`src/rtl/traffic_pkg.sv`:
```
`default_nettype none
// ---------------------------------------------------------------------------
// traffic_pkg : phase encodings and lamp-vector helpers shared by the monitor
// Revision    : 1.0
// ---------------------------------------------------------------------------
package traffic_pkg;

  typedef enum logic [1:0] {
    PH_SYNC   = 2'd0,
    PH_GREEN  = 2'd1,
    PH_YELLOW = 2'd2,
    PH_RED    = 2'd3
  } phase_e;

  // Bit positions inside the {red, green, yellow} lamp vector
  localparam int unsigned C_LAMP_RED    = 2;
  localparam int unsigned C_LAMP_GREEN  = 1;
  localparam int unsigned C_LAMP_YELLOW = 0;
  localparam int unsigned C_LAMP_W      = 3;
  localparam int unsigned C_DWELL_W     = 8;

  function automatic logic lamps_onehot(input logic [C_LAMP_W-1:0] lamps);
    return (lamps == 3'b001) || (lamps == 3'b010) || (lamps == 3'b100);
  endfunction

  function automatic phase_e lamps_to_phase(input logic [C_LAMP_W-1:0] lamps);
    if (lamps[C_LAMP_RED])         return PH_RED;
    else if (lamps[C_LAMP_GREEN])  return PH_GREEN;
    else if (lamps[C_LAMP_YELLOW]) return PH_YELLOW;
    else                           return PH_SYNC;
  endfunction

  function automatic phase_e next_phase(input phase_e p);
    case (p)
      PH_GREEN:  return PH_YELLOW;
      PH_YELLOW: return PH_RED;
      PH_RED:    return PH_GREEN;
      default:   return PH_SYNC;
    endcase
  endfunction

endpackage
`default_nettype wire

```
`src/rtl/dwell_counter.sv`:
```
`default_nettype none
// ---------------------------------------------------------------------------
// dwell_counter : saturating run-length counter, load forces the count to 1
// Revision      : 1.0
// ---------------------------------------------------------------------------
module dwell_counter #(
  parameter int unsigned WIDTH = 8
) (
  input  logic             clk,
  input  logic             rstn,
  input  logic             load,
  input  logic             enable,
  output logic [WIDTH-1:0] count
);

  logic [WIDTH-1:0] count_q;
  logic [WIDTH-1:0] count_d;

  always_comb begin
    count_d = count_q;
    if (load)
      count_d = WIDTH'(1);
    else if (enable && (count_q != '1))
      count_d = count_q + WIDTH'(1);
  end

  always_ff @(posedge clk or negedge rstn) begin
    if (!rstn) count_q <= '0;
    else       count_q <= count_d;
  end

  assign count = count_q;

endmodule
`default_nettype wire

```
`src/rtl/traffic_light_monitor.sv`:
```
`default_nettype none
// ---------------------------------------------------------------------------
// traffic_light_monitor : checks lamp order and per-phase dwell times
// Revision              : 1.0
// ---------------------------------------------------------------------------
module traffic_light_monitor
  import traffic_pkg::*;
#(
  parameter int unsigned GREENTIMER  = 6,
  parameter int unsigned YELLOWTIMER = 2,
  parameter int unsigned REDTIMER    = 8
) (
  input  logic       clk,
  input  logic       rstn,
  input  logic       red,
  input  logic       green,
  input  logic       yellow,
  output logic [1:0] phase,
  output logic       locked,
  output logic       err_illegal,
  output logic       err_order,
  output logic       err_timing,
  output logic       err_any,
  output logic [7:0] cycle_count
);

  logic [C_LAMP_W-1:0]  lamps;
  logic [C_LAMP_W-1:0]  lamps_q;
  logic [C_DWELL_W-1:0] dwell;
  logic                 dwell_load;
  phase_e               target;

  phase_e     phase_q,       phase_d;
  logic       checked_q,     checked_d;
  logic       locked_q,      locked_d;
  logic       illegal_q,     illegal_d;
  logic       order_q,       order_d;
  logic       timing_q,      timing_d;
  logic       any_q,         any_d;
  logic [7:0] cycle_count_q, cycle_count_d;

  function automatic logic [C_DWELL_W-1:0] phase_timer(input phase_e p);
    case (p)
      PH_GREEN:  return C_DWELL_W'(GREENTIMER);
      PH_YELLOW: return C_DWELL_W'(YELLOWTIMER);
      PH_RED:    return C_DWELL_W'(REDTIMER);
      default:   return '0;
    endcase
  endfunction

  always_comb begin
    lamps                = '0;
    lamps[C_LAMP_RED]    = red;
    lamps[C_LAMP_GREEN]  = green;
    lamps[C_LAMP_YELLOW] = yellow;
  end

  assign dwell_load = (lamps != lamps_q);
  assign target     = lamps_to_phase(lamps);

  dwell_counter #(
    .WIDTH (C_DWELL_W)
  ) u_dwell (
    .clk    (clk),
    .rstn   (rstn),
    .load   (dwell_load),
    .enable (1'b1),
    .count  (dwell)
  );

  always_comb begin
    phase_d       = phase_q;
    checked_d     = checked_q;
    locked_d      = locked_q;
    illegal_d     = 1'b0;
    order_d       = 1'b0;
    timing_d      = 1'b0;
    cycle_count_d = cycle_count_q;
    any_d         = any_q | illegal_q | order_q | timing_q;

    if (!lamps_onehot(lamps)) begin
      phase_d   = PH_SYNC;
      checked_d = 1'b0;
      locked_d  = 1'b0;
      illegal_d = 1'b1;
    end else if (phase_q == PH_SYNC) begin
      phase_d   = target;
      checked_d = 1'b0;
    end else if (target == phase_q) begin
      // dwell still holds the previous count, so equality means this edge is TIMER+1
      timing_d = checked_q && (dwell == phase_timer(phase_q));
    end else if (target == next_phase(phase_q)) begin
      timing_d  = checked_q && (dwell < phase_timer(phase_q));
      phase_d   = target;
      checked_d = 1'b1;
      locked_d  = 1'b1;
      if (phase_q == PH_RED)
        cycle_count_d = cycle_count_q + 8'd1;
    end else begin
      order_d   = 1'b1;
      phase_d   = target;
      checked_d = 1'b0;
      locked_d  = 1'b0;
    end
  end

  always_ff @(posedge clk or negedge rstn) begin
    if (!rstn) begin
      lamps_q       <= '0;
      phase_q       <= PH_SYNC;
      checked_q     <= 1'b0;
      locked_q      <= 1'b0;
      illegal_q     <= 1'b0;
      order_q       <= 1'b0;
      timing_q      <= 1'b0;
      any_q         <= 1'b0;
      cycle_count_q <= 8'd0;
    end else begin
      lamps_q       <= lamps;
      phase_q       <= phase_d;
      checked_q     <= checked_d;
      locked_q      <= locked_d;
      illegal_q     <= illegal_d;
      order_q       <= order_d;
      timing_q      <= timing_d;
      any_q         <= any_d;
      cycle_count_q <= cycle_count_d;
    end
  end

  assign phase       = phase_q;
  assign locked      = locked_q;
  assign err_illegal = illegal_q;
  assign err_order   = order_q;
  assign err_timing  = timing_q;
  assign err_any     = any_q;
  assign cycle_count = cycle_count_q;

endmodule
`default_nettype wire

```
`config.mk`:
```
export PLATFORM = sky130hd
export DESIGN_NAME = traffic_light_monitor
export DESIGN_NICKNAME = d
export VERILOG_FILES = /design/src/rtl/traffic_pkg.sv /design/src/rtl/dwell_counter.sv /design/src/rtl/traffic_light_monitor.sv
export SDC_FILE = /design/constraint.sdc
export NUM_CORES = 1
export LEC_CHECK = 0
export ABC_AREA = 1
export BUFFER_PORTS_ARGS = -buffer_cell sky130_fd_sc_hd__clkbuf_2
export CAP_MARGIN = 20
export CORE_MARGIN = 1.5
export CORE_UTILIZATION = 58
export CTS_BUF_LIST = sky130_fd_sc_hd__clkbuf_16
export DETAILED_ROUTE_END_ITERATION = 16
export PLACE_DENSITY = 0.78
export REMOVE_ABC_BUFFERS = 1
export SLEW_MARGIN = 10
export SYNTH_ARGS = -nofsm -noshare
export SYNTH_HDL_FRONTEND = slang
export SYNTH_HIERARCHICAL = 1
export SYNTH_SLANG_ARGS = --single-unit
```
`constraint.sdc`:
```
create_clock -name clk -period 1.9 [get_ports clk]
set_input_delay 0 -clock clk [delete_from_list [all_inputs] [get_ports clk]]
set_output_delay 0 -clock clk [all_outputs]
set_load 0.01 [all_outputs]
```
==> run metrics, run 1 <==
initial antenna violation count 0; WL final 3577 um; part of the cycle the worst path needs 88.71%; area share of the largest cell type after synthesis 39.10%; die height 57.58 um; count leader, synth nand2_1; Worst-Margin Slew 0.6849 ns; Synth Flop Type dfrtp_1; worst vdd ir 0.5814 mV; status completed; die area about 0.0033 mm^2; via count 1476; crit path kind reg2reg; Setup crit end kind flop; CP max FO 10; Initial Util 62.12%; share of cells above drive strength 1 between 10% and 20%; Synth warnings 6; fin nets 264; clk sinks 27; DR WL/cell 12.78 um; largest cells by area after synthesis dfrtp_1 (39%), nand2_1 (13%), nand3_1 (8.7%), ha_1 (6.5%), inv_1 (6.1%); Worst Slack Setup Final 0.2144 ns; Post-CTS Setup Bufs 0; Layout area overhead 15.28%; clock buffer count from CTS 3; global-route usage over all layers 23.90%; # rows 19; post-synthesis sequential area ratio roughly two fifths; DRC Markers 0; DRT iter0 DRCs 40; clock root buffer master clkbuf_16; cell taking the most area after synthesis dfrtp_1; # port buffers 19; vias in the first global route 1400; Relative slew margins 54.34%; Max-Cap Viols 0; Worst EP arrival 1.85 ns; most frequent cells after synthesis nand2_1 (62), nand3_1 (30), inv_1 (28); diode count 0; Overflow after GRT 0; Core Region 0.002781 mm^2; Post-synth EDFFs 0; Leak 0.001076 uW; FFs w/ async S/R, synth 100.0%; fin crit period 1.686 ns; Netlist cell types 28; final setup vio count 0; clk buf depth 2; htree depth 1; mapped cell area 0.001728 mm^2; fin. max-slew vios 0; Final ANT Viol Nets 0; clk_skew 0.002005 ns; final hold violations 0; Sum Neg Setup Slack 0 ns; Avg Cell Area, Syn 7.854 um^2; WP data required between 2 and 2.5 ns; Reg clk slew, reported paths 0.07 ns; io pins 20; filler cell count 241; RSZ-0062 raised after global routing no; Post-DP HPWL between 2000 and 3000 um; largest net degree at the start of global routing 28; fmax 0.5933 GHz; Syn Inst Count 220; worst slack, placed 0.2395 ns; Hold/Removal Path Class in2async; CTS tree yes; vias per cell ~5.3; FF+latch count, synth 27; clock latency on the worst-skew pair 0.26 ns; FF-to-FF setup slack 0.21 ns; Critical Path Source Type flop; first-pass GRT wire length just over 6000 um; Placer Congestion 0.8538; Die W 57.58 um; first-pass detailed-route iteration total 4; pwr dens between 600 and 700 mW/mm^2
[timing repair]
action,in CTS,in global routing
hold endpoints to repair,30,0
gates resized for setup,0,0
hold buffers,4,0
[layout make-up]
class	count	area, um^2	share of cell area (%)
multi-input cells	162	927.1	46.55
repair buffers	24	142.6	7.161
flip-flops and latches	27	675.6	33.92
clock inverters	1	5.005	0.2513
inverters	32	127.6	6.407
well taps	31	38.79	1.947
clock buffers	3	75.07	3.769
[path summary, 6_finish.rpt]
kind,to,cells past startpoint,startpoint
worst max-delay path,err_timing,9,phase[0]
worst min-delay path,err_any,2,rstn
worst max register to register,err_timing,9,phase[0]
worst min register to register,err_any,1,err_any
max in group asynchronous,err_order,2,rstn
min in group clk,err_any,1,err_any
[power breakdown]
part           switching (uW)  internal [uW]
Sequential               17.9            592
Combinational             136           69.5
Clock                     197            284
Total                     350            946
[layout by cell type, fill, tap and decap left out, drive strengths merged]
cell type and n:
nand2 74, nand3 34, inv 31, dfrtp 27, clkbuf 22, nor2 17
ha 9, a21oi 8, xnor2 5, dlygate4sd3 4, xor2 3, conb 3
nand4 2, nor3 2, o21bai 2, clkinv 2, or4 1, o2111a 1
o21ai 1, buf 1
[state kept, by name, indices dropped and copies added, names as in the netlist]
register	count
phase	2
lamps_q	3
err_timing	1
err_illegal	1
err_any	1
checked_q	1
cycle_count	8
locked	1
u_dwell/count	8
err_order	1
[metal layers]
metal	GRT usage, %	vias up	wire [um]
met5	0	-	0
met3	3.175	6	129
met1	31.10	682	1677
met4	10.96	0	71
met2	39.45	35	1699
li1	-	753	-
[critical path, cell delays in order (launching register included)]
cell	delay [ns]
dfrtp_1	0.43
inv_1	0.10
ha_1	0.35
inv_1	0.09
nand3_1	0.10
nand2_2	0.10
nand3_4	0.09
nor2_8	0.18
nand2_1	0.08
o21ai_0	0.09
[cell families (layout without fill, tap and decap cells)]
group	count (synthesis)	after routing	synth area share, %
xor+xnor	8	8	4.055
buf+inv	33	60	7.676
simple gates	130	130	38.09
compound gates	12	12	4.344
fa+ha+maj	9	9	6.517
flops	27	27	39.10
other cells	1	3	0.2170
[per-stage QoR]
step / cell area, um^2 / utilization, % / hold slack (ns) / instances / power, uW
CTS: 1992 / 71.61 / 0.3261 / 280 / 1310
global route: 1992 / 71.61 / 0.3688 / 280 / 1348
detailed placement: 1872 / 67.30 / 0.06832 / 272 / 818.5
finish: 1992 / 71.61 / 0.3050 / 280 / 1296
floorplan: 1730 / - / -0.2956 / 221 / 757.1
global placement: 1872 / 67.30 / 0.06796 / 272 / 814.8
No activity file was read; power rests on OpenSTA's default activity.
==> run 2: changes to the inputs <==
Settings changed: ABC_AREA 1 to default, CORE_UTILIZATION 58 to 57.
==> run metrics, run 2 <==
status finished with violations; failing checks setup timing; largest cells by area after synthesis dfrtp_1 (43%), xnor2_1 (7.8%), ha_1 (7.1%), nor3_1 (2.5%), nand4_1 (2.4%); CTS tree yes; diode count 0; vias in the first global route 1231; crit path kind reg2reg; worst hold margin roughly 0.027 ns; Post-synth EDFFs 0; Reg clk slew, reported paths 0.07 ns; Overflow after GRT 0; die area between 0.003 and 0.004 mm^2; Setup crit end kind flop; final setup vio count 2; initial antenna violation count 0; WP data required 2.05 ns; Worst path slowest cell dfrtp_1; share of cells above drive strength 1 roughly 28%; clk sinks 27; FF+latch count, synth 27; vias per cell 5.949; mapped cell area about 0.0016 mm^2; DRC Markers 0; post-synthesis sequential area ratio about 43%; fin nets 202; Final ANT Viol Nets 0; # rows 18; Synth warnings 6; clk buf depth 2; part of the cycle the worst path needs 101.8%; global-route usage over all layers 21.22%; Post-DP Area 0.001754 mm^2; largest net degree at the start of global routing 28; clock buffer count from CTS 3; clk_skew 0.001760 ns; most frequent cells after synthesis dfrtp_1 (27), xnor2_1 (14), nor2_1 (10); Hold Path Sink lamps_q[0]; worst r2r dst cycle_count[1]; via count around 1300; CP Cell Sequence inv_1, ha_1, o21ba_4, a221oi_4, a21oi_2, buf_6, nand3_4, mux2_4; post-layout util ~76%; DRT iter0 DRCs ~40; Syn Inst Count 157; family with the most delay on the worst path compound AO/OA/AOI/OAI gates; final hold violations 0; worst vdd ir around 0.57 mV; first-pass GRT wire length 5340 um; Worst Slack Setup Final -0.03358 ns; Layout area overhead 23.06%; fmax 0.5172 GHz; Crit path depth 8; commonest non-fill, non-tap cell in the layout dfrtp_1; worst reg2reg path startpoint phase[0]; Core Region 0.002545 mm^2; Hold Crit Start yellow; CP startpoint phase[0]; clock root buffer master clkbuf_16; die height 55.63 um; WL final 3470 um; worst slack, placed -0.09002 ns; FFs w/ async S/R, synth 100.0%; FF-to-FF setup slack -0.03 ns; area share of the largest cell type after synthesis a little over two fifths; Die W 55.63 um; pwr dens between 700 and 800 mW/mm^2; most frequent cells in the layout dfrtp_1 (27), clkbuf_2 (19), xnor2_1 (13), buf_4 (11), nor2_1 (9); fin crit period about 1.9 ns; Relative slew margins 54.18%; Placer Congestion 0.7746; first-pass detailed-route iteration total 4; Initial Util 62.05%; depth of the worst register-to-register path 8; overall power roughly 1400 uW; Worst-Margin Slew 0.6873 ns; htree depth 1; Netlist cell types 46; RSZ-0062 raised after global routing yes; DR WL/cell roughly 16 um; Synth Flop Type dfrtp_1; Leak 0.0008328 uW; Bufs and invs on worst path 2; fin. max-slew vios 0; CP max stage delay 0.34 ns; count leader, synth dfrtp_1; final instance area 0.001943 mm^2; Post-DP HPWL 2184 um; CP max FO 3; io pins 20; Max-Cap Viols 0; cell depth of the worst hold path 1; Critical Path Source Type flop; Hold/Removal Path Class in2reg; # port buffers 19; Avg Cell Area, Syn 10.06 um^2; clock latency on the worst-skew pair 0.26 ns; cell taking the most area after synthesis dfrtp_1; Worst EP arrival between 2 and 2.5 ns
run 2: layout make-up:
type | count | area (um^2)
multi-input cells | 114 | 894.6
flip-flops and latches | 27 | 675.6
fillers | 172 | 601.8
repair buffers | 33 | 219.0
clock buffers | 3 | 75.07
well taps | 30 | 37.54
inverters | 9 | 33.78
clock inverters | 1 | 7.507
run 2: what timing repair did:
action | 4_1_cts | 5_1_grt
pin swaps | 1 | 5
resized for setup | 5 | 8
setup buffers | 1 | 2
endpoints found under the hold margin | 27 | 0
endpoints found under the setup margin | 9 | 8
hold buffers | 1 | 0
run 2: kinds of logic after synthesis:
logic type               count (synthesis)  synth area share, %
AND/OR/NAND/NOR                         62                22.74
other                                    1               0.2375
flip-flops                              27                42.79
XOR/XNOR                                14                7.766
AO/OA/AOI/OAI                           23                10.78
buffers and inverters                   16                4.991
multiplexers                             5                3.566
adder cells (fa/ha/maj)                  9                7.132
run 2: metal layers:
metal / up-vias / track usage (%) / routed length [um]
met4: 0 / 9.059 / 103
met1: 633 / 29.35 / 1549
li1: 613 / - / -
met2: 34 / 34.52 / 1701
met5: - / 0 / 0
met3: 11 / 1.395 / 115
run 2: metrics by stage:
step | instances | setup TNS [ns]
after floorplan | 150 | -3.238
after global placement | 209 | -0.02062
after detailed placement | 209 | -0.4645
after CTS | 215 | 0
after global routing | 217 | -0.5785
final | 217 | -0.04121
run 2: power by group:
part / internal [uW] / total [uW] / switching (uW)
logic: 129 / 275 / 146
registers: 594 / 612 / 18.7
clock network: 286 / 482 / 196
total: 1010 / 1370 / 360
run 2: worst max path at each step:
stage	to	slack, ns
after detailed placement	cycle_count[1]	-0.09
after floorplan	locked	-0.50
after CTS	cycle_count[1]	0.005
after global routing	cycle_count[1]	-0.12
final	cycle_count[1]	-0.03
after global placement	cycle_count[1]	-0.02
